<file path="config.mk">
export PLATFORM = sky130hd
export DESIGN_NAME = fetch_bundle_unit_flat
export DESIGN_NICKNAME = d
export VERILOG_FILES = /design/src/rtl/cpu_pkg.sv /design/src/rtl/fetch_bundle_unit_if.sv /design/src/rtl/fetch_skid_buf.sv /design/src/rtl/fetch_bundle_unit.sv /design/src/flat_wrapper.sv
export SDC_FILE = /design/constraint.sdc
export NUM_CORES = 1
export LEC_CHECK = 0
export CELL_PAD_IN_SITES_DETAIL_PLACEMENT = 1
export CELL_PAD_IN_SITES_GLOBAL_PLACEMENT = 2
export CORE_MARGIN = 2
export CORE_UTILIZATION = 35
export CTS_BUF_LIST = sky130_fd_sc_hd__clkbuf_4 sky130_fd_sc_hd__clkbuf_8
export DETAILED_ROUTE_END_ITERATION = 8
export PLACE_DENSITY = 0.88
export SKIP_LAST_GASP = 1
export SLEW_MARGIN = 20
export SYNTH_ARGS = -nofsm -noshare
export SYNTH_HDL_FRONTEND = slang
export SYNTH_SLANG_ARGS = --single-unit
</file>
<file path="constraint.sdc">
create_clock -name clk -period 8.1 [get_ports clk]
set_input_delay 2.025 -clock clk [delete_from_list [all_inputs] [get_ports clk]]
set_output_delay 2.025 -clock clk [all_outputs]
set_load 0.1 [all_outputs]
</file>
<file path="src/rtl/cpu_pkg.sv">
// Shared CPU definitions: widths, slot field layout, opcodes and fetch-path types.
// Used by the fetch stage, its skid buffer and the fetch/decode interface.
package cpu_pkg;

    localparam int PC_W     = 16;
    localparam int INSTR_W  = 22;
    localparam int BUNDLE_W = 4 * INSTR_W;
    localparam int N_SLOTS  = 4;

    // Slot instruction field offsets
    localparam int OPC_LSB  = 0;
    localparam int OPC_MSB  = 4;
    localparam int R0_LSB   = 5;
    localparam int R0_MSB   = 9;
    localparam int R1_LSB   = 10;
    localparam int R1_MSB   = 14;
    localparam int RD_LSB   = 15;
    localparam int RD_MSB   = 19;
    localparam int COND_LSB = 20;
    localparam int COND_MSB = 21;

    localparam logic [4:0] OP_JMP  = 5'b01001;
    localparam logic [4:0] HALT_OP = 5'b11111;

    localparam logic [INSTR_W-1:0] NOP_INSTR = '0;

    typedef logic [PC_W-1:0]     pc_t;
    typedef logic [INSTR_W-1:0]  instr_t;
    typedef logic [BUNDLE_W-1:0] bundle_t;

    // Slot position inside a bundle {A0,A1,M,LS}; LS occupies the low bits.
    typedef enum logic [1:0] {
        SLOT_LS = 2'd0,
        SLOT_M  = 2'd1,
        SLOT_A1 = 2'd2,
        SLOT_A0 = 2'd3
    } slot_e;

    typedef struct packed {
        bundle_t bundle;
        pc_t     pc;
    } fetch_entry_t;

    function automatic logic [4:0] slot_opcode(input instr_t instr);
        return instr[OPC_MSB:OPC_LSB];
    endfunction

endpackage

</file>
<file path="src/rtl/fetch_bundle_unit_if.sv">
// Fetch stage bus: decode-side control, instruction memory port and the IF/ID register.
// master = fetch unit, slave = the surrounding pipeline/memory.
interface fetch_bundle_unit_if;
    import cpu_pkg::*;

    logic    stall;
    logic    predRW;
    pc_t     jmp_target;

    pc_t     imem_addr;
    logic    imem_rd_en;
    bundle_t imem_data;

    instr_t  A0;
    instr_t  A1;
    instr_t  M;
    instr_t  LS;
    logic    bundle_valid;
    pc_t     bundle_pc;
    logic    halted;

    modport master (
        input  stall, predRW, jmp_target, imem_data,
        output imem_addr, imem_rd_en,
        output A0, A1, M, LS, bundle_valid, bundle_pc, halted
    );

    modport slave (
        output stall, predRW, jmp_target, imem_data,
        input  imem_addr, imem_rd_en,
        input  A0, A1, M, LS, bundle_valid, bundle_pc, halted
    );

endinterface

</file>
<file path="src/rtl/fetch_skid_buf.sv">
// One-entry skid register holding a returned bundle and its address while decode stalls.
// Clear wins over load; the payload is only meaningful while o_valid is set.
module fetch_skid_buf
    import cpu_pkg::*;
(
    input  logic    clk,
    input  logic    rst,
    input  logic    i_load,
    input  logic    i_clear,
    input  bundle_t i_bundle,
    input  pc_t     i_pc,
    output logic    o_valid,
    output bundle_t o_bundle,
    output pc_t     o_pc
);

    logic         r_valid;
    fetch_entry_t r_entry;

    always_ff @(posedge clk) begin
        if (rst || i_clear) begin
            r_valid <= 1'b0;
        end else if (i_load) begin
            r_valid <= 1'b1;
        end
    end

    always_ff @(posedge clk) begin
        if (i_load && !i_clear) begin
            r_entry <= '{bundle: i_bundle, pc: i_pc};
        end
    end

    assign o_valid  = r_valid;
    assign o_bundle = r_entry.bundle;
    assign o_pc     = r_entry.pc;

endmodule

</file>
<file path="src/rtl/fetch_bundle_unit.sv">
// VLIW instruction fetch: drives the synchronous instruction memory, captures bundles into
// IF/ID, absorbs decode stalls with a skid entry, redirects on mispredict and stops on HALT.
module fetch_bundle_unit
    import cpu_pkg::*;
#(
    parameter logic [PC_W-1:0] RESET_PC = 16'h0000
)
(
    input  logic                 clk,
    input  logic                 rst,
    fetch_bundle_unit_if.master  bus
);

    // Fetch state
    pc_t     r_fetch_pc;
    logic    r_inflight_v;
    pc_t     r_inflight_pc;
    logic    r_halted;

    // IF/ID register
    logic    r_bundle_valid;
    pc_t     r_bundle_pc;
    instr_t  w_slot_q   [N_SLOTS];
    instr_t  w_src_slot [N_SLOTS];

    // Skid buffer
    logic    w_skid_v;
    bundle_t w_skid_bundle;
    pc_t     w_skid_pc;
    logic    w_skid_load;
    logic    w_skid_clear;

    // Source select and read request
    logic    w_src_v;
    bundle_t w_src_bundle;
    pc_t     w_src_pc;
    logic    w_src_halt;
    logic    w_run;
    logic    w_rd_en;
    pc_t     w_rd_addr;

    assign w_run = !bus.predRW && !bus.stall;

    // A held skid entry is always older than anything arriving from memory.
    always_comb begin
        w_src_v      = 1'b0;
        w_src_bundle = bus.imem_data;
        w_src_pc     = r_inflight_pc;
        if (w_skid_v) begin
            w_src_v      = 1'b1;
            w_src_bundle = w_skid_bundle;
            w_src_pc     = w_skid_pc;
        end else if (r_inflight_v) begin
            w_src_v      = 1'b1;
        end
    end

    assign w_src_halt = w_src_v && (slot_opcode(w_src_slot[SLOT_A0]) == HALT_OP);

    always_comb begin
        w_rd_en   = 1'b0;
        w_rd_addr = r_fetch_pc;
        if (rst) begin
            w_rd_en = 1'b0;
        end else if (bus.predRW) begin
            w_rd_en   = 1'b1;
            w_rd_addr = bus.jmp_target;
        end else if (!bus.stall && !r_halted && !w_src_halt) begin
            w_rd_en   = 1'b1;
        end
    end

    assign bus.imem_addr  = w_rd_addr;
    assign bus.imem_rd_en = w_rd_en;

    // Capture the returning bundle only if nothing is parked yet; a parked entry
    // implies no read was issued, so the skid can never overflow.
    assign w_skid_load  = !bus.predRW && bus.stall && r_inflight_v && !w_skid_v;
    assign w_skid_clear = !bus.stall || bus.predRW;

    fetch_skid_buf u_skid (
        .clk      (clk),
        .rst      (rst),
        .i_load   (w_skid_load),
        .i_clear  (w_skid_clear),
        .i_bundle (bus.imem_data),
        .i_pc     (r_inflight_pc),
        .o_valid  (w_skid_v),
        .o_bundle (w_skid_bundle),
        .o_pc     (w_skid_pc)
    );

    always_ff @(posedge clk) begin
        if (rst) begin
            r_fetch_pc    <= RESET_PC;
            r_inflight_v  <= 1'b0;
            r_inflight_pc <= '0;
            r_halted      <= 1'b0;
        end else if (bus.predRW) begin
            r_fetch_pc    <= bus.jmp_target + 1'b1;
            r_inflight_v  <= 1'b1;
            r_inflight_pc <= bus.jmp_target;
            r_halted      <= 1'b0;
        end else if (bus.stall) begin
            r_inflight_v  <= 1'b0;
        end else begin
            r_halted      <= r_halted | w_src_halt;
            if (w_rd_en) begin
                r_fetch_pc    <= r_fetch_pc + 1'b1;
                r_inflight_v  <= 1'b1;
                r_inflight_pc <= r_fetch_pc;
            end else begin
                r_inflight_v  <= 1'b0;
            end
        end
    end

    // bundle_pc keeps its last value across bubbles; it is only meaningful when valid.
    always_ff @(posedge clk) begin
        if (rst) begin
            r_bundle_valid <= 1'b0;
            r_bundle_pc    <= '0;
        end else if (bus.predRW) begin
            r_bundle_valid <= 1'b0;
        end else if (w_run) begin
            r_bundle_valid <= w_src_v;
            if (w_src_v) begin
                r_bundle_pc <= w_src_pc;
            end
        end
    end

    genvar gi;
    generate
        for (gi = 0; gi < N_SLOTS; gi++) begin : g_slot
            instr_t r_slot;

            assign w_src_slot[gi] = w_src_bundle[gi*INSTR_W +: INSTR_W];

            always_ff @(posedge clk) begin
                if (rst || bus.predRW) begin
                    r_slot <= NOP_INSTR;
                end else if (w_run) begin
                    r_slot <= w_src_v ? w_src_slot[gi] : NOP_INSTR;
                end
            end

            assign w_slot_q[gi] = r_slot;
        end
    endgenerate

    assign bus.A0           = w_slot_q[SLOT_A0];
    assign bus.A1           = w_slot_q[SLOT_A1];
    assign bus.M            = w_slot_q[SLOT_M];
    assign bus.LS           = w_slot_q[SLOT_LS];
    assign bus.bundle_valid = r_bundle_valid;
    assign bus.bundle_pc    = r_bundle_pc;
    assign bus.halted       = r_halted;

endmodule

</file>
<file path="src/flat_wrapper.sv">
// flat-port wrapper written by rule: the top's interface ports become plain ports
module fetch_bundle_unit_flat import cpu_pkg::*;
#(
    parameter logic [PC_W-1:0] RESET_PC = 16'h0000
)
  (clk, rst, bus_stall, bus_predRW, bus_jmp_target, bus_imem_data, bus_imem_addr, bus_imem_rd_en, bus_A0, bus_A1, bus_M, bus_LS, bus_bundle_valid, bus_bundle_pc, bus_halted);
  fetch_bundle_unit_if bus_i ();
  input  logic clk;
  input  logic rst;
  input wire logic [$bits(bus_i.stall)-1:0] bus_stall;
  input wire logic [$bits(bus_i.predRW)-1:0] bus_predRW;
  input wire logic [$bits(bus_i.jmp_target)-1:0] bus_jmp_target;
  input wire logic [$bits(bus_i.imem_data)-1:0] bus_imem_data;
  output wire logic [$bits(bus_i.imem_addr)-1:0] bus_imem_addr;
  output wire logic [$bits(bus_i.imem_rd_en)-1:0] bus_imem_rd_en;
  output wire logic [$bits(bus_i.A0)-1:0] bus_A0;
  output wire logic [$bits(bus_i.A1)-1:0] bus_A1;
  output wire logic [$bits(bus_i.M)-1:0] bus_M;
  output wire logic [$bits(bus_i.LS)-1:0] bus_LS;
  output wire logic [$bits(bus_i.bundle_valid)-1:0] bus_bundle_valid;
  output wire logic [$bits(bus_i.bundle_pc)-1:0] bus_bundle_pc;
  output wire logic [$bits(bus_i.halted)-1:0] bus_halted;
  assign bus_i.stall = bus_stall;
  assign bus_i.predRW = bus_predRW;
  assign bus_i.jmp_target = bus_jmp_target;
  assign bus_i.imem_data = bus_imem_data;
  assign bus_imem_addr = bus_i.imem_addr;
  assign bus_imem_rd_en = bus_i.imem_rd_en;
  assign bus_A0 = bus_i.A0;
  assign bus_A1 = bus_i.A1;
  assign bus_M = bus_i.M;
  assign bus_LS = bus_i.LS;
  assign bus_bundle_valid = bus_i.bundle_valid;
  assign bus_bundle_pc = bus_i.bundle_pc;
  assign bus_halted = bus_i.halted;
  fetch_bundle_unit #(.RESET_PC(RESET_PC)) u_core (.clk(clk), .rst(rst), .bus(bus_i));
endmodule
</file>
After elaboration in Yosys (flattened, before gate mapping)
Cells that the tools add are included.

storage, ports and cells
  flip-flop bits (word level) = 244
  latch bits = 0
  bits in writable memories = 0
  bits in read-only memories = 0
  input port bits = 108
  output and inout port bits = 123
  word-level logic and storage cells = 62
  memories = 0

cells by class
  add/subtract/negate cells = 2
  $mul = 0
  divide/modulo/power cells = 0
  $lt $le $gt $ge = 0
  equality and inequality tests = 2
  shift operators = 0
  muxes and demuxes = 22
  bitwise operators = 2
  reductions and logical operators = 21

operators with widths
  kind                                           number
  two-way mux 16 bit                             9
  two-way mux 22 bit                             4
  two-way mux 88 bit                             1
  adder 16 x 1 -> 16 bit, second input constant  2
  logical AND 1 bit                              8
  two-way mux 1 bit                              8
  logical NOT 1 bit                              6
  equality test 5 bit, second input constant     1
  logical OR 1 bit                               3
  AND reduction 3 bit                            1
  != test 2 x 1 -> 1 bit, second input constant  1
  AND reduction 2 bit                            1
  nonzero test 2 bit                             1
  OR reduction 2 bit                             1
  inverter 1 bit                                 1
  OR 1 bit                                       1

Depth between registers and ports, before layout
  depth in word-level cells = 11
  depth in mapped cells = 10
  depth with buffers taken out = 8

Modules after synthesis
From an unflattened synthesis, not the netlist that was laid out.

unflattened totals
  cells, all modules = 848
  area total of the unflattened synthesis = 9504.1 um^2

by module, submodules not included
  module             times used  cells each  area an instance (um^2)  seq. area each (um^2)
  fetch_bundle_unit  1           740         6343.6                   2782.7
  fetch_skid_buf     1           108         3160.5                   3143.0

Worst setup path before layout
No wires, ideal clock.

  path kind = in2out
  from = input bus_predRW
  to = output bus_imem_addr[10]
  arrival = 4827 ps
  required time = 6075 ps
  slack = 1248 ps
  stages = 6
  cell sequence = buf_4 > buf_2 > inv_2 > nor2_1 > buf_2 > o21ai_0

between the ends
  cells in the longest elaborated chain, start to end = 2

RTL lines
  item                RTL line                 text
  from (decl)         flat_wrapper.sv:11       input wire logic [$bits(bus_i.predRW)-1:0] bus_predRW;
  two-way mux 16 bit  fetch_bundle_unit.sv:65  end else if (bus.predRW) begin
  two-way mux 16 bit  fetch_bundle_unit.sv:63  if (rst) begin
  to (decl)           flat_wrapper.sv:14       output wire logic [$bits(bus_i.imem_addr)-1:0] bus_imem_addr;

No other way between the ends.

Worst setup path after layout
  from = input bus_imem_data[66]
  to = output bus_imem_rd_en

between the ends
  cells in the longest elaborated chain, start to end = 8

RTL lines
  item                 RTL line                 text
  from (decl)          flat_wrapper.sv:13       input wire logic [$bits(bus_i.imem_data)-1:0] bus_imem_data;
  two-way mux 88 bit   fetch_bundle_unit.sv:49  if (w_skid_v) begin
  equality test 5 bit  fetch_bundle_unit.sv:58  assign w_src_halt = w_src_v && (slot_opcode(w_src_slot[SLOT_A0]) == HALT_OP);
  logical AND 1 bit    fetch_bundle_unit.sv:58
  logical NOT 1 bit    fetch_bundle_unit.sv:68  end else if (!bus.stall && !r_halted && !w_src_halt) begin
  logical AND 1 bit    fetch_bundle_unit.sv:68
  two-way mux 1 bit    fetch_bundle_unit.sv:68
  two-way mux 1 bit    fetch_bundle_unit.sv:65
  two-way mux 1 bit    fetch_bundle_unit.sv:63
  to (decl)            flat_wrapper.sv:15       output wire logic [$bits(bus_i.imem_rd_en)-1:0] bus_imem_rd_en;

No other way between the ends.

==> flow_metrics.py <==
metrics = {
    "clock_network": {
        "clock_path_buffers": 3,
        "cts_setup_buffers": 0,
        "cts_max_level": 2,
        "worstSkewPairLatency_ns": 0.55,
        "cts_buffers": 44,
        "postCtsHoldBufs": 0,
        "cts_root_buf": "clkbuf_8",
        "cts.clk_slew.worst_paths_ns": 0.06,
        "clock_sinks": 244,
        "cts_resized": 0,
        "cts_tree": "done",
    },
    "synthesis": {
        "ys_types": 56,
        "ys_ff_latch": 244,
        "ys_async_sr_fraction_pct": 0,
        "synth_ff_type": "dfxtp_1",
        "synthesis.area_um2": 9618,
        "avgSynthCellArea_um2": 11.17,
        "synth_cells": 861,
        "synth_edf_count": 104,
        "yosysSeqAreaShare_pct": 61.61,
        "yosysWarnings": 0,
        "synthesis.nets": 970,
    },
    "route": {
        "routed_wl_um": 29550,
        "vias": 7992,
        "viasPerCell": 5.493,
        "wire_per_inst_um": 20.31,
        "drc_errors": 0,
        "firstDrtPassIters": 6,
        "antenna_left": 0,
        "drtIter0Drc": 559,
    },
    "worst_setup_path": {
        "crit_family": "compound AO/OA/AOI/OAI gates",
        "crit_chain": "clkdlybuf4s50_1, nand4_1, o221a_2, a21oi_2, nor2_1, buf_4",
        "critPathMaxStageDelay_ns": 0.60,
        "path_class": "input port to output pin",
        "rrSetupSlack_ns": 5.00,
        "cp_num_buf_inv": 2,
        "arrival_ns": 4.34,
        "crit_fanout": 19,
        "r2r_cells": 4,
        "cp.required_ns": 6.08,
        "rr_startpoint": "u_core.u_skid.o_valid",
        "worst_r2r_endpoint": "u_core.u_skid.o_bundle[38]",
        "cp-start-kind": "input port",
        "endpoint_kind": "output pin",
        "cpMaxStageDelayCell": "a21oi_2",
    },
    "die": {
        "core_um2": 26950,
        "initial_core_util_pct": 35.69,
        "fp.dieArea_um2": 28820,
        "die_w_um": 169.8,
        "die_height_um": 169.8,
        "rows": 60,
        "io_pins": 231,
    },
    "placed_design": {
        "numPortBuffers": 230,
        "hpwl_um": 18980,
        "dp_cells": 1373,
        "gp_congestion": 0.8137,
        "dpl_cell_area_um2": 12310,
    },
    "power": {
        "power_switching_mw": 0.8768,
        "vdd_drop_max_mv": 0.1225,
        "leakagePower_nw": 4.569,
        "clkPwrFrac_pct": 39.6,
        "power.density_nw_per_um2": 230.7,
        "power_frac_seq_pct": 44.4,
        "p_sw_share_pct": 28.67,
        "p_int_mw": 2.181,
        "power_frac_comb_pct": 16.0,
        "power_mw": 3.058,
    },
    "global_routing": {
        "antenna_found_initial": 4,
        "grt_pass1_wl_um": 46190,
        "grt_usage_pct": 20.25,
        "grt_start_max_net_pins": 89,
        "grt_overflow": 0,
        "first_global_vias": 8048,
    },
    "timing": {
        "slew_violations": 0,
        "fin_crit_ns": 6.362,
        "maxSlewHeadroom_pct": 25.23,
        "fin_skew_ns": 0.01843,
        "setup-tns-final_ns": 0,
        "hold_violations": 0,
        "rsz0062_at_grt": "no",
        "setup_viol": 0,
        "period_share_pct": 78.54,
        "worstMarginPinSlew_ns": 1.118,
        "max_freq_mhz": 157.2,
    },
    "final_layout": {
        "ff_latch_area_um2": 5929,
        "fill_cells": 2856,
        "stdcell_area_um2": 13260,
        "multiInputGateArea_um2": 3427,
        "fin_cells": 1455,
        "final_nets": 1188,
        "areaGrowthSynthToFinish_pct": 37.84,
        "fin_util_pct": 49.19,
        "drive_above_1_share_pct": 13.03,
    },
    "hold_path": {
        "hold_path.class": "flip-flop to flip-flop",
        "holdPathEnd": "u_core.u_skid.o_pc[15]",
        "min_from": "u_core.r_inflight_pc[15]",
        "hold_depth": 0,
    },
    "status": {
        "status": "finished clean",
    },
    "run": {
        "maxCapViolations": 0,
    },
}
[cells in the mapped netlist, types with 2 or more instances]
master	instances	area [um^2]
a21oi_1	17	85.08
nor3b_1	2	15.01
o21ai_0	10	50.05
nand2_1	38	142.6
buf_2	9	45.04
a221oi_1	87	762.0
xnor2_1	7	61.31
nand4_1	10	62.56
mux2i_1	21	210.2
mux2_2	18	202.7
nor4_1	3	18.77
edfxtp_1	104	3123
and3_1	2	12.51
nand3_1	12	60.06
dfxtp_1	140	2803
buf_4	2	15.01
and4_1	3	26.28
nor2b_1	2	12.51
nor3_1	92	460.4
a22oi_1	2	15.01
nor2_1	136	510.5
xor2_1	11	96.34
a31o_2	2	17.52
a211o_1	2	17.52
nand3b_1	5	37.54
o22ai_1	2	12.51
buf_1	6	22.52
a211oi_1	22	165.2
a311oi_1	10	87.58
inv_1	4	15.01
clkbuf_1	54	202.7
nand4b_1	2	17.52
[metrics by stage]
step | hold slack, ns | setup slack [ns]
floorplan | 0.4239 | 1.248
global placement | 0.4425 | 1.835
detailed placement | 0.4476 | 1.760
CTS | 0.4617 | 1.759
global route | 0.4722 | 1.656
finish | 0.4627 | 1.738
[worst max-delay path by stage]
stage / startpoint / to / cells after the start / slack (ns)
after CTS: bus_imem_data[66] / bus_imem_rd_en / 6 / 1.76
after global placement: bus_imem_data[66] / bus_imem_rd_en / 6 / 1.84
after floorplan: bus_predRW / bus_imem_addr[10] / 6 / 1.25
after detailed placement: bus_imem_data[66] / bus_imem_rd_en / 6 / 1.76
final: bus_imem_data[66] / bus_imem_rd_en / 6 / 1.74
after global routing: bus_imem_data[68] / bus_imem_rd_en / 6 / 1.66
[layout by cell type, fill, tap and decap left out, types with 3 or more instances in the layout]
master | synthesis | routed
nor3_1 | 92 | 92
a311oi_1 | 10 | 10
buf_12 | 0 | 12
clkdlybuf4s50_1 | 0 | 213
inv_1 | 4 | 4
nor4_1 | 3 | 3
nand4_1 | 10 | 10
a211oi_1 | 22 | 22
nor2_1 | 136 | 134
and4_1 | 3 | 3
nand2_1 | 38 | 36
xnor2_1 | 7 | 7
clkinv_2 | 0 | 6
edfxtp_1 | 104 | 104
clkbuf_8 | 0 | 46
buf_4 | 2 | 17
o21ai_0 | 10 | 10
nand3_1 | 12 | 12
inv_6 | 0 | 3
dfxtp_1 | 140 | 139
mux2_2 | 18 | 18
xor2_1 | 11 | 11
a221oi_1 | 87 | 87
mux2i_1 | 21 | 21
a21oi_1 | 17 | 17
clkbuf_4 | 0 | 22
nand3b_1 | 5 | 5
[power by group through the flow]
stage	Combinational, mW	Sequential (mW)	Clock (mW)
after detailed placement	0.490	1.38	0
after global placement	0.484	1.38	0
after CTS	0.492	1.36	1.25
final	0.489	1.36	1.21
after global routing	0.519	1.36	1.30
after floorplan	0.194	1.50	0
[final cells by class]
cell class	count	area share (%)
Sequential cell	244	44.72
Inverter	6	0.1699
Timing Repair Buffer	243	19.06
Clock inverter	12	0.9343
Antenna cell	1	0.01888
Multi-Input combinational cell	540	25.85
Tap cell	341	3.218
Clock buffer	68	6.021
[layer usage]
| metal | track usage (%) | wire, um | vias to the layer above |
|---|---|---|---|
| li1 | - | - | 3721 |
| met1 | 26.91 | 13210 | 3949 |
| met2 | 32.39 | 13500 | 260 |
| met3 | 5.410 | 2084 | 56 |
| met4 | 6.132 | 718 | 6 |
| met5 | 0 | 41 | - |
[cells by family (layout without fill, tap and decap cells)]
logic type | after synthesis | count (layout) | share of synthesized area (%)
and+or+nand+nor | 313 | 313 | 15.10
DFF | 244 | 244 | 61.61
AOI/OAI and AO/OA | 169 | 169 | 14.02
buffers and inverters | 77 | 329 | 3.200
muxes | 39 | 39 | 4.293
xor gates and xnor gates | 18 | 18 | 1.639
adders and majority gates | 1 | 1 | 0.1301
other | 0 | 1 | 0
[flip-flops by register name (all words and copies together) (netlist names)]
name	cells
u_core.bus.bundle_pc	16
u_core.r_inflight_v	1
u_core.u_skid.o_valid	1
u_core.bus.A0	22
u_core.r_fetch_pc	16
u_core.bus.bundle_valid	1
u_core.bus.M	22
u_core.u_skid.o_pc	16
u_core.bus.A1	22
u_core.u_skid.o_bundle	88
u_core.bus.LS	22
u_core.r_inflight_pc	16
u_core.bus.halted	1
Note: power is estimated with default switching activity, not from simulation.
